## src/rtl/rtc_bus_reader_if.sv

```systemverilog
// Multiplexed address/data bus between the RTC chip pads and its bus master.
// The master drives the strobes and the AD value; the chip side returns AD read data.
interface rtc_bus_reader_if;
    logic [7:0] ad_in;
    logic [7:0] ad_out;
    logic       ad_oe;
    logic       cs_n;
    logic       rd_n;
    logic       wr_n;
    logic       a_d;

    modport master (
        input  ad_in,
        output ad_out, ad_oe, cs_n, rd_n, wr_n, a_d
    );

    modport slave (
        output ad_in,
        input  ad_out, ad_oe, cs_n, rd_n, wr_n, a_d
    );
endinterface

```

## src/rtl/rtc_bus_reader.sv

```systemverilog
// Periodically sweeps the RTC time/date/timer/status registers into a shadow copy,
// then publishes decoded BCD digits and flags to the clock screen in a single cycle.
module rtc_bus_reader #(
    parameter int T_PHASE        = 4,
    parameter int REFRESH_CYCLES = 1000000
) (
    input  logic                    clock,
    input  logic                    reset,
    input  logic                    pause,
    rtc_bus_reader_if.master        bus,
    output logic [23:0]             hora_bcd,
    output logic [23:0]             fecha_bcd,
    output logic [23:0]             timer_bcd,
    output logic [2:0]              dia_semana,
    output logic                    AM_PM,
    output logic                    formato_hora,
    output logic                    timer_end,
    output logic                    busy,
    output logic                    sweep_done
);

    localparam int CNT_W = (REFRESH_CYCLES > 1) ? $clog2(REFRESH_CYCLES) : 1;
    localparam int PH_W  = (T_PHASE > 1) ? $clog2(T_PHASE) : 1;
    localparam logic [CNT_W-1:0] REFRESH_LAST = CNT_W'(REFRESH_CYCLES - 1);
    localparam logic [PH_W-1:0]  PHASE_LAST   = PH_W'(T_PHASE - 1);
    localparam logic [3:0]       LAST_INDEX   = 4'd10;

    typedef enum logic [2:0] {IDLE, ADDR, ADDR_REL, DATA, GAP, COMMIT} state_t;

    state_t            state_q, state_d;
    logic [CNT_W-1:0]  refresh_q, refresh_d;
    logic [PH_W-1:0]   phase_q, phase_d;
    logic [3:0]        index_q, index_d;
    logic              capture, commit;
    logic [7:0]        shadow [0:10];
    logic              phase_last;
    logic [7:0]        hour_byte, timer_hour_byte;
    logic [3:0]        hour_tens;
    logic              unused_bits;

    function automatic logic [7:0] reg_addr(input logic [3:0] idx);
        case (idx)
            4'd0:    reg_addr = 8'h21;
            4'd1:    reg_addr = 8'h22;
            4'd2:    reg_addr = 8'h23;
            4'd3:    reg_addr = 8'h24;
            4'd4:    reg_addr = 8'h25;
            4'd5:    reg_addr = 8'h26;
            4'd6:    reg_addr = 8'h27;
            4'd7:    reg_addr = 8'h41;
            4'd8:    reg_addr = 8'h42;
            4'd9:    reg_addr = 8'h43;
            4'd10:   reg_addr = 8'h01;
            default: reg_addr = 8'h00;
        endcase
    endfunction

    assign phase_last = (phase_q == PHASE_LAST);

    always_ff @(posedge clock or negedge reset) begin
        if (!reset) begin
            state_q   <= IDLE;
            refresh_q <= '0;
            phase_q   <= '0;
            index_q   <= '0;
        end else begin
            state_q   <= state_d;
            refresh_q <= refresh_d;
            phase_q   <= phase_d;
            index_q   <= index_d;
        end
    end

    // A pause at the end of a GAP parks the bus idle with the phase counter held,
    // so the sweep resumes at the next register as soon as pause drops.
    always_comb begin
        state_d   = state_q;
        refresh_d = refresh_q;
        phase_d   = phase_q;
        index_d   = index_q;
        capture   = 1'b0;
        commit    = 1'b0;
        case (state_q)
            IDLE: begin
                if (refresh_q == REFRESH_LAST) begin
                    if (!pause) begin
                        refresh_d = '0;
                        index_d   = '0;
                        phase_d   = '0;
                        state_d   = ADDR;
                    end
                end else begin
                    refresh_d = refresh_q + CNT_W'(1);
                end
            end
            ADDR, ADDR_REL, DATA: begin
                capture = (state_q == DATA) && phase_last;
                if (phase_last) begin
                    phase_d = '0;
                    state_d = (state_q == ADDR) ? ADDR_REL :
                              (state_q == ADDR_REL) ? DATA : GAP;
                end else begin
                    phase_d = phase_q + PH_W'(1);
                end
            end
            GAP: begin
                if (phase_last) begin
                    if (index_q == LAST_INDEX) begin
                        phase_d = '0;
                        commit  = 1'b1;
                        state_d = COMMIT;
                    end else if (!pause) begin
                        phase_d = '0;
                        index_d = index_q + 4'd1;
                        state_d = ADDR;
                    end
                end else begin
                    phase_d = phase_q + PH_W'(1);
                end
            end
            COMMIT: begin
                refresh_d = '0;
                state_d   = IDLE;
            end
            default: state_d = IDLE;
        endcase
    end

    always_ff @(posedge clock or negedge reset) begin
        if (!reset) begin
            for (int i = 0; i < 11; i++) shadow[i] <= '0;
        end else if (capture) begin
            shadow[index_q] <= bus.ad_in;
        end
    end

    // In 12 h mode bit 5 is the PM flag, so only bit 4 belongs to the hour tens.
    assign hour_byte       = shadow[2];
    assign timer_hour_byte = shadow[9];
    assign hour_tens       = hour_byte[7] ? {3'b000, hour_byte[4]} : {2'b00, hour_byte[5:4]};
    assign unused_bits     = ^{shadow[6][7:3], timer_hour_byte[7:6], shadow[10][7:1]};

    always_ff @(posedge clock or negedge reset) begin
        if (!reset) begin
            hora_bcd     <= '0;
            fecha_bcd    <= '0;
            timer_bcd    <= '0;
            dia_semana   <= '0;
            AM_PM        <= 1'b0;
            formato_hora <= 1'b0;
            timer_end    <= 1'b0;
        end else if (commit) begin
            hora_bcd     <= {hour_tens, hour_byte[3:0], shadow[1], shadow[0]};
            fecha_bcd    <= {shadow[3], shadow[4], shadow[5]};
            timer_bcd    <= {2'b00, timer_hour_byte[5:4], timer_hour_byte[3:0], shadow[8], shadow[7]};
            dia_semana   <= shadow[6][2:0];
            AM_PM        <= hour_byte[7] & hour_byte[5];
            formato_hora <= hour_byte[7];
            timer_end    <= shadow[10][0];
        end
    end

    assign bus.cs_n   = !(state_q == ADDR || state_q == ADDR_REL || state_q == DATA);
    assign bus.a_d    = (state_q == ADDR || state_q == ADDR_REL);
    assign bus.ad_oe  = (state_q == ADDR || state_q == ADDR_REL);
    assign bus.wr_n   = (state_q != ADDR);
    assign bus.rd_n   = (state_q != DATA);
    assign bus.ad_out = bus.a_d ? reg_addr(index_q) : 8'h00;
    assign busy       = (state_q != IDLE);
    assign sweep_done = (state_q == COMMIT);

endmodule

```

## src/flat_wrapper.sv

```systemverilog
// flat-port wrapper written by rule: the top's interface ports become plain ports
module rtc_bus_reader_flat 
#(
    parameter int T_PHASE        = 4,
    parameter int REFRESH_CYCLES = 1000000
)
  (clock, reset, pause, hora_bcd, fecha_bcd, timer_bcd, dia_semana, AM_PM, formato_hora, timer_end, busy, sweep_done, bus_ad_in, bus_ad_out, bus_ad_oe, bus_cs_n, bus_rd_n, bus_wr_n, bus_a_d);
  rtc_bus_reader_if bus_i ();
  input  logic clock;
  input  logic reset;
  input  logic pause;
  output logic [23:0] hora_bcd;
  output logic [23:0] fecha_bcd;
  output logic [23:0] timer_bcd;
  output logic [2:0] dia_semana;
  output logic AM_PM;
  output logic formato_hora;
  output logic timer_end;
  output logic busy;
  output logic sweep_done;
  input wire logic [$bits(bus_i.ad_in)-1:0] bus_ad_in;
  output wire logic [$bits(bus_i.ad_out)-1:0] bus_ad_out;
  output wire logic [$bits(bus_i.ad_oe)-1:0] bus_ad_oe;
  output wire logic [$bits(bus_i.cs_n)-1:0] bus_cs_n;
  output wire logic [$bits(bus_i.rd_n)-1:0] bus_rd_n;
  output wire logic [$bits(bus_i.wr_n)-1:0] bus_wr_n;
  output wire logic [$bits(bus_i.a_d)-1:0] bus_a_d;
  assign bus_i.ad_in = bus_ad_in;
  assign bus_ad_out = bus_i.ad_out;
  assign bus_ad_oe = bus_i.ad_oe;
  assign bus_cs_n = bus_i.cs_n;
  assign bus_rd_n = bus_i.rd_n;
  assign bus_wr_n = bus_i.wr_n;
  assign bus_a_d = bus_i.a_d;
  rtc_bus_reader #(.T_PHASE(T_PHASE), .REFRESH_CYCLES(REFRESH_CYCLES)) u_core (.clock(clock), .reset(reset), .pause(pause), .bus(bus_i), .hora_bcd(hora_bcd), .fecha_bcd(fecha_bcd), .timer_bcd(timer_bcd), .dia_semana(dia_semana), .AM_PM(AM_PM), .formato_hora(formato_hora), .timer_end(timer_end), .busy(busy), .sweep_done(sweep_done));
endmodule
```

## config.mk

```make
export PLATFORM = sky130hd
export DESIGN_NAME = rtc_bus_reader_flat
export DESIGN_NICKNAME = d
export VERILOG_FILES = /design/src/rtl/rtc_bus_reader_if.sv /design/src/rtl/rtc_bus_reader.sv /design/src/flat_wrapper.sv
export SDC_FILE = /design/constraint.sdc
export NUM_CORES = 1
export LEC_CHECK = 0
export CAP_MARGIN = 5
export CORE_MARGIN = 5
export CORE_UTILIZATION = 45
export CTS_BUF_LIST = sky130_fd_sc_hd__clkbuf_4
export CTS_CLUSTER_DIAMETER = 150
export DETAILED_ROUTE_END_ITERATION = 6
export PLACE_DENSITY = 0.68
export SYNTH_ARGS = -nofsm -noshare
export SYNTH_HDL_FRONTEND = slang
export SYNTH_SLANG_ARGS = --single-unit
```

## constraint.sdc

```tcl
create_clock -name clock -period 2.55 [get_ports clock]
set_clock_uncertainty 0.05 [all_clocks]
set_input_delay 0.255 -clock clock [delete_from_list [all_inputs] [get_ports clock]]
set_output_delay 0.255 -clock clock [all_outputs]
set_load 0.005 [all_outputs]
```

==> summary.md, run 1 <==
| Metric | Value |
|---|---|
| Status | finished clean |
| First-pass GRT wire length | ~27000 µm |
| Crit. End Element | primary output |
| Pint | between 4 and 5 mW |
| Period utilization | 0.9536 |
| Die ar. | a little under 20000 µm² |
| Post-layout min period | approximately 2.4 ns |
| Gp weighted congestion | between 0.8 and 0.9 |
| Seq pwr share | 0.470 |
| Drt pass-1 iters | 4 |
| CTS root buf | clkbuf_4 |
| Worst vdd ir | around 380 µV |
| Static leakage | ~4.5 nW |
| Critical path type | flop to primary output |
| Die height | about 140 µm |
| Final wirelength | 16640 µm |
| Worst Path Required | 2.25 ns |
| # DRC | 0 |
| Largest net degree at the start of global routing | just under 90 |
| Seq/Total Area, Yosys | 0.5747 |
| Fmax | roughly 0.41 GHz |
| Post-Synth XOR/XNOR Area | 0.003429 |
| Final Max Tran Viols | 0 |
| CP startpoint kind | flop |
| Vias in the first global route | between 4000 and 5000 |
| # IOs | around 100 |
| Detailed-route via count | between 4000 and 5000 |
| CTS Sinks | about 180 |
| Area growth from synthesis to layout | 21.47% |
| DP HPWL | ~11000 µm |
| Library cells used by synthesis | 55 |
| Worst slew pin tran | about 0.66 ns |
| Critical Path Slowest Stage Cell | clkdlybuf4s50_1 |
| Synth Cell Area | 7664 µm² |
| All-layer global routing usage | 0.1721 |
| Setup TNS | 0 ns |
| P_sw | 2.297 mW |
| Net Sw Frac | 0.3256 |
| Worst skew pair latency | between 0.5 and 0.6 ns |
| Clk buf depth | 2 |
| Top cell type by total area after synthesis | dfrtp_1 |
| Count leader, synth | dfrtp_1 |
| Final setup margin | between 0.1 and 0.15 ns |
| Synth Area in Compound Gates | 0.04751 |
| Dpl cells | roughly 850 |
| Core Area | 16640 µm² |
| Clock tree from TritonCTS | built |
| Relative slew slack | 0.5600 |
| Worst hold path type | primary input to async pin |
| Final setup violation count | 0 |
| Max cap viols | 0 |
| Die X | between 100 and 150 µm |
| Share of layout cells above drive strength 1 | 0.3368 |
| Cell family with most CP delay | buffers and inverters |
| Hold Vio Cnt, Final | 0 |
| Crit path buf inv count | 2 |
| Via-to-Cell Ratio | roughly 5.3 |
| Initial DRC count | approximately 320 |
| Mux share of post-synthesis cell area | 0.2348 |
| Synth Area in Simple Gates | 0.09061 |
| Yosys reg bits | around 180 |
| Top cells by area, synth | dfrtp_1 57%, mux2_2 16%, mux2_4 7.1% |
| Power Dens Cells | 757.8 nW/µm² |
| Synthesized area per cell | ~14 µm² |
| List of most frequent post-synthesis cells | 176 x dfrtp_1, 110 x mux2_2, 36 x mux2_4 |
| Ys flop type | dfrtp_1 |
| Setup WS pre-CTS | about 0.16 ns |
| Async set or reset register ratio after synthesis | 1.000 |
| Crit-path max FO | 8 |
| Number of enable flip-flop cells after synthesis | 0 |
| WP data arrival | roughly 2.1 ns |
| Combinational share of power | 0.268 |
| Fin nets | ~680 |
| Post-route antenna net violation count | 0 |
| Post-route design area | a little over 9000 µm² |
| Unrepaired setup endpoints after global routing | false |
| Initial antenna violation count | 1 |
| H-tree levels | 4 |
| Site row count | 47 |
| Syn Inst Count | ~550 |
| Core Util, Final | 0.5594 |
| Max incr delay on CP | ~0.51 ns |
| Cell Chain, Critical Path | buf_4 > or3_1 > clkdlybuf4s50_1 |
| DP Area | 8826 µm² |
| PortBufs | 96 |
| Post-synthesis adder-cell area fraction | 0.01469 |
| CTS buffer count | 17 |
| Global route overflow | 0 |
| Reg clk slew, reported paths | roughly 0.14 ns |
| Final instance count without filler cells | 892 |
| Drt wl/cell | 18.65 µm |
| Top cell type's share of synthesized area | 0.5747 |
| Largest family of logic cells by synthesized area | multiplexers |
| Initial Util | 0.4605 |
| Clk network pwr share | 0.262 |
| Ys Warns | 0 |
[per-layer routing]
metal / global-route usage / routed length, µm
met1: 0.2388 / 7648
met2: 0.2737 / 8110
met3: 0.03681 / 678
met4: 0.05048 / 197
met5: 0 / 0
[layout by cell type (no fill, tap or decap), types with 4 or more instances in the layout]
cell             instances
a211o_1                  9
a21oi_1                  6
a221o_1                  8
and2_1                   4
and3_1                  13
buf_12                   5
buf_4                   13
bufinv_16                4
clkbuf_4                17
clkdlybuf4s50_1         91
conb_1                   7
dfrtp_1                169
dfrtp_2                  7
ha_1                     7
inv_1                    5
inv_8                    4
mux2_2                 110
mux2_4                  36
nand2_1                 20
nand2b_1                 6
nand3_1                 15
nand4_1                  7
nor2_1                  18
nor3_1                  13
o21ai_0                  8
[kinds of logic (layout without fill, tap and decap cells)]
logic type	after synthesis	in the layout
simple gates	125	125
xor+xnor	3	3
buf+inv	41	154
compound gates	49	49
fa+ha+maj	9	9
other cells	1	8
mux	148	148
flops	176	176
[registers in the layout, summed over array words and instances (netlist names)]
name                    count
u_core.timer_end            1
u_core.hour_byte            7
u_core.refresh_q           20
u_core.phase_q              2
u_core.timer_hour_byte      6
u_core.fecha_bcd           24
u_core.dia_semana           3
u_core.timer_bcd           22
u_core.formato_hora         1
u_core.hora_bcd            22
u_core.state_q              3
u_core.index_q              4
u_core.shadow              60
u_core.AM_PM                1
[final cells by class]
type                       count  area [µm²]
tap                          220       275.3
inverter                       7       26.28
timing repair buffer         115        1169
sequential                   176        4413
antenna                        1       2.502
fill                        1348        7333
clock buffer                  17       127.6
clock inverter                15       219.0
multi-input combinational    341        3077
[per-stage QoR]
| step | hold slack, ns | power [mW] |
|---|---|---|
| after global placement | 0.1393 | 5.023 |
| after detailed placement | 0.1443 | 5.086 |
| after global routing | 0.09136 | 7.470 |
| final | 0.1090 | 7.055 |
| after CTS | 0.07105 | 7.025 |
| after floorplan | -0.09059 | 4.466 |
[path summary, 6_finish.rpt]
kind,startpoint,end,slack [ns],cells after the start
max,u_core.state_q[0],busy,0.12,3
min,reset,u_core.state_q[1],0.11,2
max reg2reg,u_core.phase_q[0],u_core.shadow[59],0.26,6
min reg2reg,u_core.shadow[32],u_core.dia_semana[0],0.46,1
max in group asynchronous,reset,u_core.shadow[86],1.56,3
min in group clock,u_core.shadow[32],u_core.dia_semana[0],0.46,1
[power by group through the flow]
stage               clock (mW)  sequential, mW  combinational [mW]
CTS                       1.91            3.31                1.81
floorplan                    0            3.26                1.20
global route              2.03            3.35                2.09
global placement             0            3.36                1.66
finish                    1.85            3.31                1.89
detailed placement           0            3.38                1.70
[repair_timing]
item / 4_1_cts / 5_1_grt
endpoints found under the hold margin: 176 / 0
setup endpoints to repair: 7 / 20
resized for setup: 14 / 10
hold buffers: 1 / 0
setup buffers: 5 / 4
pin swaps: 2 / 0
No activity file was read; power rests on OpenSTA's default activity.
==> run 2: changes to the inputs <==
--- a/config.mk
+++ b/config.mk
@@ -8,7 +8,6 @@
 export CAP_MARGIN = 5
 export CORE_MARGIN = 5
 export CORE_UTILIZATION = 45
-export CTS_BUF_LIST = sky130_fd_sc_hd__clkbuf_4
 export CTS_CLUSTER_DIAMETER = 150
 export DETAILED_ROUTE_END_ITERATION = 6
 export PLACE_DENSITY = 0.68
==> summary.md, run 2 (synthesized netlist as in run 1, its figures left out) <==
| Metric | Value |
|---|---|
| R2R cell count | 5 (-1) |
| Clk network pwr share | 0.355 (+0.093) |
| Detailed-route via count | 4761 (-0.063%) |
| Seq pwr share | 0.417 (-0.053) |
| P_sw | 2.433 mW (+5.9%) |
| # DRC | 0 (unchanged) |
| Worst vdd ir | 485.6 µV (+29%) |
| Status | finished clean |
| Worst path depth | 5 (+2) |
| Clock tree from TritonCTS | built |
| WP data arrival | 2.19 ns (+0.06 ns) |
| Final setup violation count | 0 (unchanged) |
| Worst slew pin tran | 1.047 ns (+0.3870 ns) |
| Worst hold slack | 0.2561 ns (+0.1470 ns) |
| Core Util, Final | 0.5746 (+0.01526) |
| Worst Path Required | 2.25 ns (about the same) |
| Gp weighted congestion | 0.8341 (unchanged) |
| Clk buf depth | 2 (unchanged) |
| Crit path buf inv count | 2 (unchanged) |
| Fmax | 0.4007 GHz (-2.6%) |
| Initial antenna violation count | 0 (-1) |
| Site row count | 47 (unchanged) |
| Initial Util | 0.4605 (unchanged) |
| DP Area | 8826 µm² (unchanged) |
| Crit-path max FO | 8 (unchanged) |
| CTS root buf | clkbuf_16 |
| Vias in the first global route | 4916 (+0.37%) |
| Period utilization | 0.9787 (+0.02510) |
| Final setup margin | 0.05424 ns (-0.06401 ns) |
| First-pass GRT wire length | 27140 µm (+0.85%) |
| FILL cells | 1294 (-4.0%) |
| Most common cell after layout, fill and taps aside | dfrtp_1 |
| DP HPWL | 11360 µm (unchanged) |
| Post-layout min period | 2.496 ns (+0.06401 ns) |
| Post-route design area | 9563 µm² (+2.7%) |
| Drt pass-1 iters | 5 (+1) |
| Pint | 5.597 mW (+18%) |
| Power Dens Cells | 839.7 nW/µm² (+11%) |
| H-tree levels | 4 (unchanged) |
| Die height | 140.5 µm (unchanged) |
| # IOs | 104 (unchanged) |
| Critical path type | flop to primary output |
| Cell Chain, Critical Path | buf_4 > o21bai_4 > a211oi_2 > o21a_1 > clkdlybuf4s50_1 |
| Worst skew pair latency | 0.43 ns (-0.13 ns) |
| Relative slew slack | 0.3020 (-0.2580) |
| Largest reg by FF count | u_core.shadow |
| Combinational share of power | 0.228 (-0.040) |
| PortBufs | 96 (unchanged) |
| Drt wl/cell | 19.06 µm (+2.2%) |
| Share of layout cells above drive strength 1 | 0.3234 (-0.01346) |
| Critical Path Slowest Stage Cell | clkdlybuf4s50_1 |
| Setup WS pre-CTS | 0.1614 ns (unchanged) |
| CP startpoint kind | flop |
| Diode count | 0 (-1) |
| Hold Vio Cnt, Final | 0 (unchanged) |
| Post-route antenna net violation count | 0 (unchanged) |
| Final wirelength | 16920 µm (+1.7%) |
| Largest net degree at the start of global routing | 89 (unchanged) |
| Max cap viols | 0 (unchanged) |
| Fin nets | 675 (-0.44%) |
| Global route overflow | 0 (unchanged) |
| Cell family with most CP delay | buffers and inverters |
| Initial DRC count | 332 (+3.1%) |
| Top flop regs | u_core.shadow (60), u_core.fecha_bcd (24) |
| Area growth from synthesis to layout | 24.78% |
| Crit. End Element | primary output |
| Die X | 140.5 µm (unchanged) |
| Final Max Tran Viols | 0 (unchanged) |
| Max incr delay on CP | 0.50 ns (about the same) |
| Reg clk slew, reported paths | 0.07 ns (-0.07 ns) |
| All-layer global routing usage | 0.1743 (+0.002195) |
| Die ar. | 19740 µm² (unchanged) |
| Number of flip-flops in the largest register | 60 (unchanged) |
| CTS Sinks | 176 (unchanged) |
| Setup TNS | 0 ns (unchanged) |
| Net Sw Frac | 0.3029 (-0.02268) |
| Worst hold path type | primary input to async pin |
| Core Area | 16640 µm² (unchanged) |
| Via-to-Cell Ratio | 5.361 (+0.39%) |
| Static leakage | 4.559 nW (+2.2%) |
| Most frequent cells in the layout | 172 x dfrtp_1, 110 x mux2_2, 95 x clkdlybuf4s50_1 |
| CTS buffer count | 17 (unchanged) |
## run 2: cell count changes in the layout (fill, tap and decap cells not counted), sizes merged
cell           change
dlygate4sd2        -3
dlymetal6s2s       -1
diode              -1
buf                -3
clkdlybuf4s50      +4
## run 2: final timing paths
path	start	to	slack [ns]
min reg2reg	u_core.shadow[32]	u_core.dia_semana[0]	0.45
max	u_core.state_q[2]	bus_ad_out[2]	0.05
max reg2reg	u_core.state_q[2]	u_core.refresh_q[14]	0.23
min	reset	u_core.state_q[0]	0.26
min in group clock	u_core.shadow[32]	u_core.dia_semana[0]	0.45
max in group asynchronous	reset	u_core.shadow[86]	1.41
## run 2: timing repair
item / 4_1_cts / 5_1_grt
hold buffers: 1 / 0
cloned: 0 / 0
setup buffers: 0 / 6
pin swaps: 1 / 2
setup endpoints to repair: 2 / 21
resized for setup: 4 / 10
hold endpoints to repair: 38 / 0
## run 2: power groups by stage
stage	Clock (mW)	Sequential [mW]	Combinational, mW
floorplan	0	3.26	1.20
global placement	0	3.36	1.66
detailed placement	0	3.38	1.70
CTS	2.91	3.34	1.72
global route	3.03	3.39	2.01
finish	2.85	3.35	1.83
## run 2: area by class of cell
cell class | count | area [µm²] | area share
Timing Repair Buffer | 112 | 1147 | 0.1200
Tap cell | 220 | 275.3 | 0.02878
Sequential cell | 176 | 4409 | 0.4611
Clock inverter | 15 | 219.0 | 0.02290
Multi-Input combinational cell | 341 | 3060 | 0.3200
Inverter | 7 | 26.28 | 0.002748
Clock buffer | 17 | 425.4 | 0.04449
## run 2: per-layer routing
| layer | up-vias | GRT usage | part of all wire | wire (µm) |
|---|---|---|---|---|
| met5 | - | 0 | 0 | 0 |
| met4 | 0 | 0.05048 | 0.010 | 172 |
| met3 | 13 | 0.03988 | 0.045 | 757 |
| met2 | 115 | 0.2770 | 0.49 | 8265 |
| met1 | 2447 | 0.2408 | 0.46 | 7728 |
| li1 | 2186 | - | - | - |
## run 2: metrics by stage
stage | std cells | total power, mW
3_5_place_dp | 849 | 5.086
4_1_cts | 882 | 7.974
2_1_floorplan | 558 | 4.466
3_3_place_gp | 849 | 5.023
6_report | 888 | 8.030
5_1_grt | 888 | 8.433
==> run 3: changes to the inputs <==
--- a/config.mk
+++ b/config.mk
@@ -8,9 +8,11 @@
 export CAP_MARGIN = 5
 export CORE_MARGIN = 5
 export CORE_UTILIZATION = 45
-export CTS_CLUSTER_DIAMETER = 150
+export CTS_BUF_LIST = sky130_fd_sc_hd__clkbuf_2 sky130_fd_sc_hd__clkbuf_4 sky130_fd_sc_hd__clkbuf_8
+export CTS_CLUSTER_DIAMETER = 60
 export DETAILED_ROUTE_END_ITERATION = 6
 export PLACE_DENSITY = 0.68
+export RECOVER_POWER = 25
 export SYNTH_ARGS = -nofsm -noshare
 export SYNTH_HDL_FRONTEND = slang
 export SYNTH_SLANG_ARGS = --single-unit
==> summary.md, run 3 (synthesized netlist as in run 1, its figures left out) <==
| Metric | Value |
|---|---|
| Status | finished clean |
| Drt pass-1 iters | 4 (-1) |
| Final setup violation count | 0 (unchanged) |
| Die height | 140.5 µm (unchanged) |
| Drt wl/cell | 18.81 µm (-1.3%) |
| Core Util, Final | 0.5633 (-0.01135) |
| All-layer global routing usage | 0.1715 (-0.002799) |
| WP data arrival | 2.14 ns (-0.05 ns) |
| Pint | 5.047 mW (-9.8%) |
| CP startpoint kind | flop |
| Worst Path Required | 2.25 ns (about the same) |
| Vias in the first global route | 4885 (-0.63%) |
| Initial Util | 0.4605 (unchanged) |
| Gp weighted congestion | 0.8341 (unchanged) |
| Post-route design area | 9374 µm² (-2.0%) |
| Clock tree from TritonCTS | built |
| Die ar. | 19740 µm² (unchanged) |
| GR met1 Demand/Resource | 0.2395 (-0.001271) |
| Worst vdd ir | 376.8 µV (-22%) |
| First-pass GRT wire length | 26900 µm (-0.89%) |
| Power Dens Cells | 789.6 nW/µm² (-6.0%) |
| Site row count | 47 (unchanged) |
| Net Sw Frac | 0.3181 (+0.01515) |
| Share of layout cells above drive strength 1 | 0.3303 (+0.006991) |
| Area growth from synthesis to layout | 22.32% |
| P_sw | 2.354 mW (-3.2%) |
| Clk buf depth | 2 (unchanged) |
| Number of flip-flops in the largest register | 60 (unchanged) |
| Final Max Tran Viols | 0 (unchanged) |
| Period utilization | 0.9577 (-0.02102) |
| Max cap viols | 0 (unchanged) |
| Unrepaired setup endpoints after global routing | false |
| Seq pwr share | 0.451 (+0.034) |
| Reg-to-Reg Start | u_core.phase_q[0] |
| Fin nets | 676 (+0.15%) |
| Clk network pwr share | 0.295 (-0.060) |
| CTS root buf | clkbuf_8 |
| Core Area | 16640 µm² (unchanged) |
| Combinational share of power | 0.254 (+0.026) |
| Top flop regs | u_core.shadow (60), u_core.fecha_bcd (24) |
| Global route overflow | 0 (unchanged) |
| Fmax | 0.4095 GHz (+2.2%) |
| Hold Vio Cnt, Final | 0 (unchanged) |
| Final wirelength | 16720 µm (-1.2%) |
| R2R Setup Slk | 0.26 ns (+0.03 ns) |
| Largest net degree at the start of global routing | 89 (unchanged) |
| CTS Sinks | 176 (unchanged) |
| Die X | 140.5 µm (unchanged) |
| Detailed-route via count | 4782 (+0.44%) |
| Worst skew pair latency | 0.45 ns (+0.02 ns) |
| Initial antenna violation count | 0 (unchanged) |
| Relative slew slack | 0.3508 (+0.04880) |
| Worst Setup EP | bus_ad_out[5] |
| Diode count | 0 (unchanged) |
| Reg clk slew, reported paths | 0.09 ns (+0.02 ns) |
| # DRC | 0 (unchanged) |
| Largest reg by FF count | u_core.shadow |
| DP Area | 8826 µm² (unchanged) |
| Most used routing layer | met2 |
| Worst setup path start | u_core.state_q[2] |
| Via-to-Cell Ratio | 5.379 (+0.33%) |
| Initial DRC count | 321 (-3.3%) |
| CTS buffer count | 17 (unchanged) |
| Crit-path max FO | 8 (unchanged) |
| H-tree levels | 4 (unchanged) |
| Critical path type | flop to primary output |
| Worst hold path type | primary input to async pin |
| R2R cell count | 6 (+1) |
| Total power | 7.401 mW (-7.8%) |
| Met2 Use GR | 0.2732 (-0.003780) |
| Post-route antenna net violation count | 0 (unchanged) |
| Post-layout min period | 2.442 ns (-0.05359 ns) |
| PortBufs | 96 (unchanged) |
| Static leakage | 4.493 nW (-1.5%) |
| Capturing point of the worst reg2reg path | u_core.shadow[59] |
| GR Util met3 | 0.03579 (-0.004090) |
| Worst slew pin tran | 0.9738 ns (-0.07320 ns) |
| Most common cell after layout, fill and taps aside | dfrtp_1 |
| Crit. End Element | primary output |
| DP HPWL | 11360 µm (unchanged) |
| # IOs | 104 (unchanged) |
| Most frequent cells in the layout | 171 x dfrtp_1, 110 x mux2_2, 93 x clkdlybuf4s50_1 |
| Worst hold slack | 0.4413 ns (+0.1852 ns) |
-- run 3: worst min-delay path by stage --
stage | from | endpoint | cells after the start
5_1_grt | u_core.hour_byte[4] | u_core.hora_bcd[20] | 1
3_3_place_gp | reset | u_core.timer_bcd[16] | 1
2_1_floorplan | reset | u_core.AM_PM | 0
3_5_place_dp | reset | u_core.timer_bcd[18] | 1
6_report | reset | u_core.state_q[0] | 2
4_1_cts | reset | u_core.state_q[1] | 2
-- run 3: area by class of cell --
class,instances,area [µm²]
clock buffer,17,234.0
clock inverter,15,219.0
fill,1332,7268
inverter,7,26.28
multi-input combinational,341,3077
sequential,176,4410
tap,220,275.3
timing repair buffer,113,1132
-- run 3: power groups by stage --
stage / clock network (mW) / registers, mW / logic, mW
2_1_floorplan: 0 / 3.26 / 1.20
3_3_place_gp: 0 / 3.36 / 1.66
3_5_place_dp: 0 / 3.38 / 1.70
4_1_cts: 2.24 / 3.34 / 1.74
5_1_grt: 2.36 / 3.38 / 2.07
6_report: 2.18 / 3.34 / 1.88
-- run 3: per-stage QoR --
| stage | instances | setup slack, ns | setup TNS (ns) |
|---|---|---|---|
| floorplan | 558 | 0.6764 | 0 |
| global placement | 849 | 0.2032 | 0 |
| detailed placement | 849 | 0.1614 | 0 |
| CTS | 883 | -0.002454 | -0.002454 |
| global route | 889 | 0.01244 | 0 |
| finish | 889 | 0.1078 | 0 |
-- run 3: critical path, stage by stage, from the launching register on --
cell             delay (ns)
dfrtp_2                0.42
buf_4                  0.16
o21bai_4               0.19
a211oi_2               0.27
buf_4                  0.15
clkdlybuf4s50_1        0.49
-- run 3: routing by layer --
layer,wire [µm],share of wire
met3,718,0.043
met2,8186,0.49
met4,188,0.011
met1,7627,0.46
met5,0,0
-- run 3: what timing repair did --
action	in CTS	in global routing
endpoints found under the setup margin	3	22
gates resized for setup	7	13
buffers inserted	1	6
hold buffers	1	0
pin swaps	1	2
hold endpoints to repair	38	0
